==> src/rtl/addon_pkg.sv <==
// rtl/addon_pkg.sv - shared types and constants for the add-on accumulator stage
package addon_pkg;

    typedef enum logic {ACCUM, HOLD} addon_accum_state_t;

    localparam int ADDON_SUM_W = 9;

    // Counter width for a batch of n samples; never narrower than one bit.
    function automatic int addon_cnt_w(input int n);
        return (n <= 2) ? 1 : $clog2(n);
    endfunction

endpackage

==> src/rtl/addon_sat_add.sv <==
// rtl/addon_sat_add.sv - combinational saturating adder with overflow flag
module addon_sat_add #(
    parameter int W = 12
) (
    input  logic [W-1:0] a,
    input  logic [W-1:0] b,
    output logic [W-1:0] sum,
    output logic         ovf
);

    logic [W:0] full;

    assign full = {1'b0, a} + {1'b0, b};
    assign ovf  = full[W];
    assign sum  = ovf ? '1 : full[W-1:0];

endmodule

==> src/rtl/addon_accum.sv <==
// rtl/addon_accum.sv - batch accumulator of adder sums; ADDON_ACCUM_AVG_EN selects averaged output
module addon_accum
    import addon_pkg::*;
#(
    parameter int IN_W        = ADDON_SUM_W,
    parameter int NUM_SAMPLES = 4,
    parameter int ACC_W       = 12,
    localparam int CNT_W      = addon_cnt_w(NUM_SAMPLES)
) (
    input  logic             clk,
    input  logic             rst,
    input  logic [IN_W-1:0]  in_data,
    input  logic             in_valid,
    output logic             in_ready,
    input  logic             clear,
    output logic [ACC_W-1:0] out_data,
    output logic             out_valid,
    input  logic             out_ready,
    output logic             out_sat,
    output logic             busy,
    output logic [CNT_W-1:0] cnt
);

    if (ACC_W < IN_W) begin : g_bad_acc_w
        $error("addon_accum: ACC_W must be >= IN_W");
    end
    if (NUM_SAMPLES < 1) begin : g_bad_num_samples
        $error("addon_accum: NUM_SAMPLES must be >= 1");
    end

    localparam logic [CNT_W-1:0] LAST_CNT = CNT_W'(NUM_SAMPLES - 1);

    addon_accum_state_t state, state_d;
    logic [ACC_W-1:0]   acc;
    logic [ACC_W-1:0]   sum;
    logic [ACC_W-1:0]   result;
    logic               ovf;
    logic               sat_sticky;
    logic               take;

    addon_sat_add #(.W(ACC_W)) u_sat_add (
        .a   (acc),
        .b   (ACC_W'(in_data)),
        .sum (sum),
        .ovf (ovf)
    );

`ifdef ADDON_ACCUM_AVG_EN
    if ((NUM_SAMPLES & (NUM_SAMPLES - 1)) != 0) begin : g_bad_avg
        $error("addon_accum: averaging needs NUM_SAMPLES to be a power of two");
    end
    localparam int SHIFT = $clog2(NUM_SAMPLES);
    assign result = sum >> SHIFT;
`else
    assign result = sum;
`endif

    assign in_ready = (state == ACCUM) && !clear;
    assign take     = in_valid && in_ready;
    assign busy     = (cnt != '0);

    always_comb begin
        state_d = state;
        case (state)
            ACCUM: if (take && cnt == LAST_CNT) state_d = HOLD;
            HOLD:  if (clear || (out_valid && out_ready)) state_d = ACCUM;
        endcase
    end

    always_ff @(posedge clk) begin
        if (rst) state <= ACCUM;
        else     state <= state_d;
    end

    // Saturation is flagged from the un-shifted sum, so averaging never hides it.
    always_ff @(posedge clk) begin
        if (rst) begin
            acc        <= '0;
            cnt        <= '0;
            sat_sticky <= 1'b0;
            out_data   <= '0;
            out_valid  <= 1'b0;
            out_sat    <= 1'b0;
        end else if (state == ACCUM) begin
            if (clear) begin
                acc        <= '0;
                cnt        <= '0;
                sat_sticky <= 1'b0;
            end else if (take) begin
                if (cnt == LAST_CNT) begin
                    out_data   <= result;
                    out_sat    <= sat_sticky | ovf;
                    out_valid  <= 1'b1;
                    acc        <= '0;
                    cnt        <= '0;
                    sat_sticky <= 1'b0;
                end else begin
                    acc        <= sum;
                    sat_sticky <= sat_sticky | ovf;
                    cnt        <= cnt + 1'b1;
                end
            end
        end else if (state_d == ACCUM) begin
            out_valid <= 1'b0;
        end
    end

endmodule

==> config.mk <==
export PLATFORM = sky130hd
export DESIGN_NAME = addon_accum
export DESIGN_NICKNAME = d
export VERILOG_FILES = /design/src/rtl/addon_pkg.sv /design/src/rtl/addon_sat_add.sv /design/src/rtl/addon_accum.sv
export SDC_FILE = /design/constraint.sdc
export NUM_CORES = 1
export LEC_CHECK = 0
export BUFFER_PORTS_ARGS = -buffer_cell sky130_fd_sc_hd__buf_2
export CORE_MARGIN = 10
export CORE_UTILIZATION = 23
export DETAILED_ROUTE_END_ITERATION = 6
export GPL_ROUTABILITY_DRIVEN = 0
export GPL_TIMING_DRIVEN = 1
export PLACE_DENSITY = 0.49
export SLEW_MARGIN = 20
export SYNTH_ARGS = -nofsm -noshare
export SYNTH_HDL_FRONTEND = slang
export SYNTH_SLANG_ARGS = --single-unit
==> constraint.sdc <==
create_clock -name clk -period 2.4 [get_ports clk]
set_input_delay 0 -clock clk [delete_from_list [all_inputs] [get_ports clk]]
set_output_delay 0 -clock clk [all_outputs]
set_load 0.05 [all_outputs]
Word level (Yosys, flattened, before mapping)

Cells that the tools add are included.
Widths: inputs -> output; s select.

Add/sub/neg operators: 2
Eq/ne operators: 3
Muxes and demuxes: 18
Bitwise operators: 3
Reductions and logical operators: 13

Operator list:

| operator            | number |
|---|---|
| $mux 12             | 4 |
| $add 12x9->13       | 1 |
| $mux 1              | 10 |
| $reduce_and 4->1    | 2 |
| $reduce_bool 2->1   | 4 |
| $mux 2              | 3 |
| $logic_and 1x1->1   | 4 |
| $add 2x1->2 const B | 1 |
| $eq 2x2->1 const B  | 1 |
| $ne 2x1->1 const B  | 1 |
| $ne 2x2->1 const B  | 1 |
| $not 1->1           | 2 |
| $pmux 1 s2          | 1 |
| $reduce_and 2->1    | 1 |
| $logic_not 1->1     | 1 |
| $logic_or 1x1->1    | 1 |
| $or 1x1->1          | 1 |

Register bits after elaboration: 30
Input port bits: 14
Output and inout port bits: 18
Word-level logic and storage cells: 46

Longest topological paths before layout

Gate-level depths: netlist of the first run.

Word-level depth: 8
Gate-level depth with buffers: 8
Gate-level depth less buffers: 7

Modules after synthesis

A second synthesis of the first run with hierarchy kept.

Cells, all modules: 203
Area, all modules: 1,721.7 µm²

Modules (own cells, without submodules):

| module        | instances | cells an instance | area each (µm²) | sequential area each (µm²) |
|---|---|---|---|---|
| addon_accum   | 1         | 125               | 1,118.6         | 600.6 |
| addon_sat_add | 1         | 78                | 603.1           | 0.0 |

Worst setup path before layout of the first run

No wires, ideal clock.

Path type: flip-flop to flip-flop
Start: reg acc[0]
End: reg acc[8]
Library setup time: 0.117 ns
Arrival: 2.039 ns
Data required time: 2.283 ns
Setup slack: 0.244 ns
Cell stages (with the launch flop): 8
Buffers on the path: 0
Clock period less this slack: 2.156 ns
Path through: dfxtp_1 > ha_1 > fa_1 > a211oi_2 > nor3_4 > o21ai_2 > mux2_4 > a32o_1

Longest elaborated chain between the ends: 5

RTL lines:

| what                   | line                | text |
|---|---|---|
| from (decl)            | addon_accum.sv:34   | `logic [ACC_W-1:0] acc;` |
| from (signal assigned) | addon_accum.sv:98   | `acc <= sum;` |
| $add 12x9->13          | addon_sat_add.sv:13 | `assign full = {1'b0, a} + {1'b0, b};` |
| $mux 12                | addon_sat_add.sv:15 | `assign sum = ovf ? '1 : full[W-1:0];` |
| $mux 12                | addon_accum.sv:90   | `if (cnt == LAST_CNT) begin` |
| $mux 12                | addon_accum.sv:89   | `end else if (take) begin` |
| $mux 12                | addon_accum.sv:85   | `if (clear) begin` |

Every way passes these cells. The select of a mux whose other input is x is not followed.
A chain may end at the register's enable or synchronous reset.

Worst setup path in the final report of the first run

Same ends and word-level chain as after synthesis.

==> results.cfg, run 1 <==
[synth]
syn_area_mm2 = 0.001715
synth_seq_cells = 30
synthSimpleGateAreaFrac = 0.2392
synth_edf_count = 0
synth_top_area_frac = 0.3501
ys_types = 50
synth-compound-area-share = 0.2414
seq_area_frac_synth = 0.3501
synth_top_area_cell = dfxtp_1
synthAdderAreaFrac = 0.09190
syn_nets = 226
synth_top_family_by_area = compound AO/OA/AOI/OAI gates
synth_common_cells = 30 x dfxtp_1, 28 x nor2_1, 15 x nand2_1, 12 x o21ai_0
yosysWarnings = 0
synth.most_common_cell = dfxtp_1
muxShareOfSynthArea = 0.02042
synth_xor_area_frac = 0.02553
async_flop_share = 0
avgSynthCellArea_um2 = 8.577
synth_top_cells_by_area = dfxtp_1 35%, ha_1 8.0%, nor2_1 6.1%
synth_cells = 200
ys.flop_type = dfxtp_1

[grt]
grt_max_degree = 25
grt.total_usage = 0.08148
grt_pass1_vias = 1545
grt_pass1_wl_um = 7624
overflow = 0
antenna_found_initial = 0

[job]
cap_violations = 0

[power_and_ir_drop]
power_uw = 1108
combPwrFrac = 0.149
ir_worst_vdd_v = 0.0001988
internal_power_uw = 800.1
netSwitchingFraction = 0.2778
p_leak_uw = 0.0009121
p_sw_uw = 307.8
clkPwrFrac = 0.389
seqPwrFrac = 0.462
cellPowerDensity_mw_per_mm2 = 534.4

[sta]
finalMaxSlewViolations = 0
setup_ws_ns = 0.1372
worst_pin_slew_ns = 0.5110
hold_viol_final = 0
fmax_mhz = 441.9
skew_ns = 0.004911
whs_ns = 0.01678
finalCritPeriodShare = 0.9428
tns_ns = 0
max_slew_margin = 0.6586
fin_crit_ns = 2.263
rsz0062_at_grt = no
setup_violations = 0

[critical_path]
crit_path_start_kind = register
path_cells = ha_1, fa_1, a211oi_4, nor3_4, o21ai_2, mux2_4, a32o_1
worstPathMaxFanout = 5
max_stage_delay_ns = 0.46
critical_path_buf_inv_count = 0
crit_family = compound AO/OA/AOI/OAI gates
cp_slowest_cell = fa_1
cp.arrival_ns = 2.44
path_class = register to register
cp-end-kind = register
required_ns = 2.58

[routing]
drt_pre_antenna_iters = 4
drc = 0
wl_per_cell_um = 13.59
dr_total_vias = 1552
drtIter0Drc = 38
totalWireLength_um = 4527
detail-route-antenna-nets = 0
via_per_inst = 4.661

[clock_network]
htree_levels = 2
cts_tree = built
post_cts_buffers = 0
cts_made_buffers = 5
root_buffer = clkbuf_8
path_clk_slew_ns = 0.07
cts_buffer_depth = 2
cts_sinks = 30
cts-resized-gates = 0
clock_latency_ns = 0.28
hold_buffers = 0

[floorplanning]
chipHeight_um = 106.4
die_w_um = 106.4
coreArea_mm2 = 0.007253
ioPinCount = 32
dieArea_mm2 = 0.01131
start_util = 0.2365
row_count = 31

[finish]
drive_gt1_frac = 0.2265
final_area_mm2 = 0.002073
num_antenna_cells = 0
syn2layout_area_growth_pct = 20.86
fin_nets = 259

[place]
numPortBuffers = 31
dp.final_hpwl_um = 3468
pre_cts_ws_ns = 0.1161
dpl-instance-area_mm2 = 0.001974

[run_status]
outcome = finished, final reports clean

[worst_hold_path]
min_path_type = input pin to register
[cells in the final DEF, fill, tap and decap left out, types with 2 or more instances in the layout]
master    count
a211oi_1      9
a21o_1        4
a21oi_1      11
a22o_1        2
a311oi_1      2
and3_1        4
buf_2        31
buf_4         3
clkbuf_8      6
dfxtp_1      30
ha_1         11
inv_1         3
mux2i_1       2
nand2_1      15
nand2b_1      2
nand3_1       7
nand3b_1      2
nor2_1       28
nor2b_1       3
nor3_1        7
nor4_1        2
o211ai_1      3
o21a_1        2
o21ai_0      12
o21ai_1       2
o21bai_1      2
or3_1         2
xnor2_1       2
xor2_1        3
[layer usage]
layer / part of all wire / wire [um] / vias to the layer above / GRT usage
met3: 0.058 / 263 / 4 / 0.03382
li1: - / - / 807 / -
met5: 0 / 0 / - / 0
met2: 0.45 / 2023 / 29 / 0.1321
met1: 0.49 / 2211 / 712 / 0.09863
met4: 0.0064 / 29 / 0 / 0.01741
[stage by stage]
| stage | utilization | instances |
|---|---|---|
| 2_1_floorplan | - | 200 |
| 3_3_place_gp | 0.2722 | 325 |
| 3_5_place_dp | 0.2722 | 325 |
| 4_1_cts | 0.2848 | 333 |
| 5_1_grt | 0.2858 | 333 |
| 6_report | 0.2858 | 333 |
[final timing paths]
check	startpoint	end	slack, ns	depth (start not counted)
worst min register to register	acc[0]$_SDFFE_PP0P_	acc[0]$_SDFFE_PP0P_	0.46	2
worst max-delay path	acc[0]$_SDFFE_PP0P_	acc[8]$_SDFFE_PP0P_	0.14	7
worst min-delay path	out_ready	out_valid$_SDFFE_PP0P_	0.02	4
worst max register to register	acc[0]$_SDFFE_PP0P_	acc[8]$_SDFFE_PP0P_	0.14	7
[registers in the layout, summed over array words and instances, names as in the netlist]
| register | flops |
|---|---|
| sat_sticky | 1 |
| out_valid | 1 |
| out_sat | 1 |
| acc | 12 |
| out_data | 12 |
| state | 1 |
| cnt | 2 |
[tightest hold or removal path, stage by stage]
cell     delay (ns)
buf_2          0.08
o21ai_0        0.06
nand2_1        0.06
a21oi_1        0.05
[cell families (layout without fill, tap and decap cells)]
family                   Yosys count  after routing
AO/OA/AOI/OAI                     60             60
XOR/XNOR                           5              5
adder cells (fa/ha/maj)           12             12
buffers and inverters             11             45
flip-flops                        30             30
multiplexers                       3              3
AND/OR/NAND/NOR                   79             79
[final cells by class]
type	instances	area, um^2
Clock buffer	7	86.33
Clock inverter	1	5.005
Fill cell	804	5180
Inverter	3	11.26
Multi-Input combinational cell	159	1069
Sequential cell	30	600.6
Tap cell	99	123.9
Timing Repair Buffer	34	177.7
[power groups by stage]
stage	Sequential, uW	Combinational, uW	Clock (uW)
after floorplan	526	115	0
after global placement	523	163	0
after detailed placement	523	165	0
after CTS	512	165	439
after global routing	512	186	465
final	512	165	431
No activity file was read; power rests on OpenSTA's default activity.
==> run 2, diff against run 1 <==
- SLEW_MARGIN: 20 -> 10
- SYNTH_HIERARCHICAL: default -> 1
==> run 2 against run 1 <==
  * Die area rose by 0.30%
  * Count of clock-buffer cells in the layout did not move
  * Sequential share of layout area fell by 0.98 points
  * Sequential power rose by 1%
  * Hold slack improved by 0.012 ns
  * Clock power fell by 3%
  * Critical path depth rose by 3
  * Global-route usage fell by 0.17 points
  * Critical path type unchanged
  * Critical endpoint is now acc[0]$_SDFFE_PP0P_
  * Largest cell class unchanged
  * Largest power group unchanged
  * Highest routed layer is now met3
==> results.cfg, run 2 <==
[run_status]
outcome = finished, final reports clean

[clock_network]
cts_made_buffers = 5
cts_buffer_depth = 2
path_clk_slew_ns = 0.07
cts_sinks = 30
cts_tree = built
clock_latency_ns = 0.27
root_buffer = clkbuf_8
htree_levels = 2
hold_buffers = 0

[synth]
avgSynthCellArea_um2 = 8.481
synth_top_cells_by_area = dfxtp_1 35%, ha_1 10%, nand2_1 6.8%
synth-compound-area-share = 0.2326
synth_xor_area_frac = 0.04578
synth_top_area_frac = 0.3488
synth_seq_cells = 30
muxShareOfSynthArea = 0
synthSimpleGateAreaFrac = 0.2129
async_flop_share = 0
synth.most_common_cell = nand2_1
yosysWarnings = 6
synth_top_area_cell = dfxtp_1
synth_common_cells = 31 x nand2_1, 30 x dfxtp_1, 23 x a21oi_1, 19 x nor2_1, 14 x ha_1
seq_area_frac_synth = 0.3488
synthAdderAreaFrac = 0.1134
synth_top_family_by_area = compound AO/OA/AOI/OAI gates
synth_cells = 203
syn_area_mm2 = 0.001722
ys_types = 42
ys.flop_type = dfxtp_1
synth_edf_count = 0

[finish]
layout_common_cells = 31 x nand2_1, 31 x buf_2, 30 x dfxtp_1, 23 x a21oi_1, 19 x nor2_1
syn2layout_area_growth_pct = 24.64
num_antenna_cells = 0
top_regs = acc x12, out_data x12, cnt x2
layout.cells.non_filler = 343
fin_nets = 272
drive_gt1_frac = 0.2746

[routing]
dr_total_vias = 1544
totalWireLength_um = 4339
drc = 0
wl_per_cell_um = 12.65
drt_pre_antenna_iters = 4
detail-route-antenna-nets = 0
via_per_inst = 4.501
drtIter0Drc = 44

[place]
numPortBuffers = 31
dp.final_hpwl_um = 3244
pre_cts_ws_ns = -0.01167
place_inst = 333

[grt]
overflow = 0
grt_max_degree = 31
met2_usage = 0.1277
grt.total_usage = 0.07979
grt-busiest-layer = met2
antenna_found_initial = 0
grt_pass1_vias = 1574
grt_util_met3 = 0.03321
grt_pass1_wl_um = 7576
grt_use_met1 = 0.09979

[critical_path]
required_ns = 2.54
max_stage_delay_ns = 0.37
worstPathMaxFanout = 7
cp_slowest_cell = fa_2
reg2reg_depth = 10
cp-end-kind = register
crit_path_start_kind = register
path_cells = ha_2, fa_2, a21o_1, a221oi_4, o21ai_2, a21boi_2, buf_6, nand2b_1, a22oi_1, nor2_1
cp.arrival_ns = 2.40
path_class = register to register

[power_and_ir_drop]
netSwitchingFraction = 0.2843
ir_worst_vdd_v = 0.0002743
clkPwrFrac = 0.354
internal_power_uw = 840.8
seqPwrFrac = 0.441
p_sw_uw = 334.0
cellPowerDensity_mw_per_mm2 = 547.5
combPwrFrac = 0.205
p_leak_uw = 0.0009548

[sta]
worst_pin_slew_ns = 0.7671
setup_violations = 0
fin_crit_ns = 2.263
max_slew_margin = 0.4882
fmax_mhz = 441.9
setup_ws_ns = 0.1373
finalMaxSlewViolations = 0
hold_viol_final = 0
rsz0062_at_grt = yes
skew_ns = 0.003808
finalCritPeriodShare = 0.9428

[floorplanning]
ioPinCount = 32
chipHeight_um = 106.5
dieArea_mm2 = 0.01135
start_util = 0.2374
coreArea_mm2 = 0.007253
die_w_um = 106.5
row_count = 31

[worst_hold_path]
whs_path_depth = 4
min_path_type = input pin to register

[job]
cap_violations = 0
run 2: worst max-delay path, delay by kind of cell, from the launching register on:
family / cells / cell delay, ns
buf+inv: 1 / 0.17
flops: 1 / 0.31
simple gates: 2 / 0.14
fa+ha+maj: 2 / 0.56
compound gates: 5 / 0.94
run 2: layout make-up:
cell class                 instances  area, um^2
clock inverter                     1       5.005
tap                               99       123.9
fill                             804        5107
multi-input combinational        161        1085
inverter                           6       22.52
clock buffer                       7       86.33
timing repair buffer              39       222.7
sequential                        30       600.6
run 2: timing repair:
item / 4_1_cts / 5_1_grt
pin swaps: 3 / 7
gates cloned: 0 / 0
setup endpoints to repair: 6 / 23
resized for setup: 3 / 5
buffers inserted: 0 / 2
run 2: kinds of logic (layout without fill, tap and decap cells):
kind of cell               count (synthesis)  in the layout
adders and majority gates                 15             15
DFF                                       30             30
other                                      1              3
AOI/OAI and AO/OA                         60             60
and+or+nand+nor                           74             74
xor gates and xnor gates                   9              9
buffers and inverters                     14             53
run 2: path summary, 6_finish.rpt:
kind	start	end	slack, ns
max	acc[0]$_SDFFE_PP0P_	acc[0]$_SDFFE_PP0P_	0.14
min	out_ready	state$_SDFF_PP0_	0.03
max reg2reg	acc[0]$_SDFFE_PP0P_	acc[0]$_SDFFE_PP0P_	0.14
min reg2reg	out_data[8]$_SDFFE_PP0P_	out_data[8]$_SDFFE_PP0P_	0.45
run 2: power by group through the flow:
| stage | logic [uW] | registers, uW | clock network [uW] |
|---|---|---|---|
| after floorplan | 171 | 531 | 0 |
| after global placement | 229 | 529 | 0 |
| after detailed placement | 228 | 528 | 0 |
| after CTS | 232 | 517 | 438 |
| after global routing | 273 | 519 | 458 |
| final | 241 | 518 | 416 |
run 2: routing by layer:
| layer | wire length [um] | share of wire |
|---|---|---|
| met1 | 2147 | 0.49 |
| met2 | 1956 | 0.45 |
| met3 | 235 | 0.054 |
| met4 | 0 | 0 |
| met5 | 0 | 0 |
run 2: metrics by stage:
step	utilization	area [um^2]	power [uW]	setup TNS (ns)	hold WS [ns]
CTS	0.2896	2101	1187	0	0.01778
global placement	0.2757	1999	757.8	0	0.3221
detailed placement	0.2757	1999	756.7	-0.02333	0.3181
floorplan	-	1729	701.8	0	0.1719
global route	0.2958	2146	1250	-0.001735	0.07392
finish	0.2958	2146	1175	0	0.02860
==> run 3, diff against run 2 <==
- MAX_ROUTING_LAYER: default -> met4
==> run 3 against run 2 <==
  * Critical path depth did not move
  * Largest power group unchanged
  * Wire length rose by 0.21%
  * Hold slack did not move
  * Utilization did not move
  * Worst setup slack got worse by 0.00091 ns
  * Power barely moved
  * Critical path type unchanged
  * Design area did not move
==> results.cfg, run 3 (synthesis results as in run 2) <==
[clock_network]
clock_latency_ns = 0.27
path_clk_slew_ns = 0.07
hold_buffers = 0
htree_levels = 2
cts_tree = built
cts_sinks = 30
cts_buffer_depth = 2
root_buffer = clkbuf_8
cts_made_buffers = 5

[routing]
via_per_inst = 4.499
detail-route-antenna-nets = 0
wl_per_cell_um = 12.68
totalWireLength_um = 4348
drt_pre_antenna_iters = 4
dr_total_vias = 1543
drtIter0Drc = 49
drc = 0

[grt]
grt.total_usage = 0.08207
overflow = 0
antenna_found_initial = 0
grt_pass1_vias = 1574
grt_pass1_wl_um = 7576
grt_max_degree = 31

[critical_path]
crit_family = compound AO/OA/AOI/OAI gates
path_cells = ha_2, fa_2, a21o_1, a221oi_4, o21ai_2, a21boi_2, buf_6, nand2b_1, a22oi_1, nor2_1
path_class = register to register
cp-startpoint = acc[0]$_SDFFE_PP0P_
required_ns = 2.54
timing.rr.start = acc[0]$_SDFFE_PP0P_
worstPathMaxFanout = 7
critical_path_buf_inv_count = 1
crit_path_start_kind = register
cp-end-kind = register
r2r_slack_ns = 0.14
max_stage_delay_ns = 0.37
cp_slowest_cell = fa_2
cp.arrival_ns = 2.41

[finish]
drive_gt1_frac = 0.2746
num-fill-cells = 804
fin_nets = 272
syn2layout_area_growth_pct = 24.64
final-seq-area_um2 = 600.6
num_antenna_cells = 0
top_regs = acc x12, out_data x12, cnt x2
multi_input_area_mm2 = 0.001085
layout_common_cells = 31 x nand2_1, 31 x buf_2, 30 x dfxtp_1, 23 x a21oi_1, 19 x nor2_1

[sta]
tns_ns = 0
fin_crit_ns = 2.264
fmax_mhz = 441.8
worst_pin_slew_ns = 0.7671
rsz0062_at_grt = yes
setup_violations = 0
finalMaxSlewViolations = 0
setup_ws_ns = 0.1364
max_slew_margin = 0.4882
skew_ns = 0.003808
hold_viol_final = 0
finalCritPeriodShare = 0.9432

[run_status]
outcome = finished, final reports clean

[job]
cap_violations = 0

[power_and_ir_drop]
ir_worst_vdd_v = 0.0002743
p_leak_uw = 0.0009548
cellPowerDensity_mw_per_mm2 = 547.4

[place]
pre_cts_ws_ns = -0.01167
numPortBuffers = 31
dp.final_hpwl_um = 3244

[floorplanning]
dieArea_mm2 = 0.01135
start_util = 0.2374
coreArea_mm2 = 0.007253
row_count = 31
chipHeight_um = 106.5
ioPinCount = 32
die_w_um = 106.5

[worst_hold_path]
min_from = out_ready
min_path_type = input pin to register
-- run 3: cell counts in the layout (fill, tap and decap cells not counted) --
Identical to the previous run, type by type.
-- run 3: per-stage QoR --
| stage | hold WS [ns] | instance area [um^2] | cells | total power, uW | utilization |
|---|---|---|---|---|---|
| 4_1_cts | 0.01778 | 2101 | 341 | 1187 | 0.2896 |
| 2_1_floorplan | 0.1719 | 1729 | 205 | 701.8 | - |
| 5_1_grt | 0.07392 | 2146 | 343 | 1250 | 0.2958 |
| 6_report | 0.02860 | 2146 | 343 | 1175 | 0.2958 |
| 3_5_place_dp | 0.3181 | 1999 | 333 | 756.7 | 0.2757 |
| 3_3_place_gp | 0.3221 | 1999 | 333 | 757.8 | 0.2757 |
-- run 3: timing repair --
action,4_1_cts,5_1_grt
pin swaps,3,7
resized for setup,3,5
setup buffers,0,2
endpoints found under the hold margin,0,0
setup endpoints to repair,6,23
-- run 3: cell type report --
cell class                      count  share of cell area
Clock buffer                        7             0.04023
Clock inverter                      1            0.002332
Inverter                            6             0.01050
Multi-Input combinational cell    161              0.5055
Sequential cell                    30              0.2799
Tap cell                           99             0.05773
Timing Repair Buffer               39              0.1038
-- run 3: worst min-delay path, stage by stage --
cell	delay (ns)
buf_2	0.08
nand2_1	0.04
nand3b_1	0.07
a21oi_1	0.06
-- run 3: metal layers --
layer / global-route usage / wire (um) / vias to the layer above
li1: - / - / 798
met1: 0.1029 / 2222 / 720
met2: 0.1277 / 1958 / 25
met3: 0.02778 / 166 / 0
met4: 0.01161 / 0 / 0
met5: - / 0 / -
-- run 3: worst paths after layout --
path                                    to  cells after the start
hold reg to reg   out_data[8]$_SDFFE_PP0P_                      2
setup / recovery       acc[0]$_SDFFE_PP0P_                     10
hold / removal            state$_SDFF_PP0_                      4
setup reg to reg       acc[0]$_SDFFE_PP0P_                     10
-- run 3: where the power goes --
part	switching (uW)	internal (uW)
sequential	7.98	510
combinational	141	99.9
clock	185	231
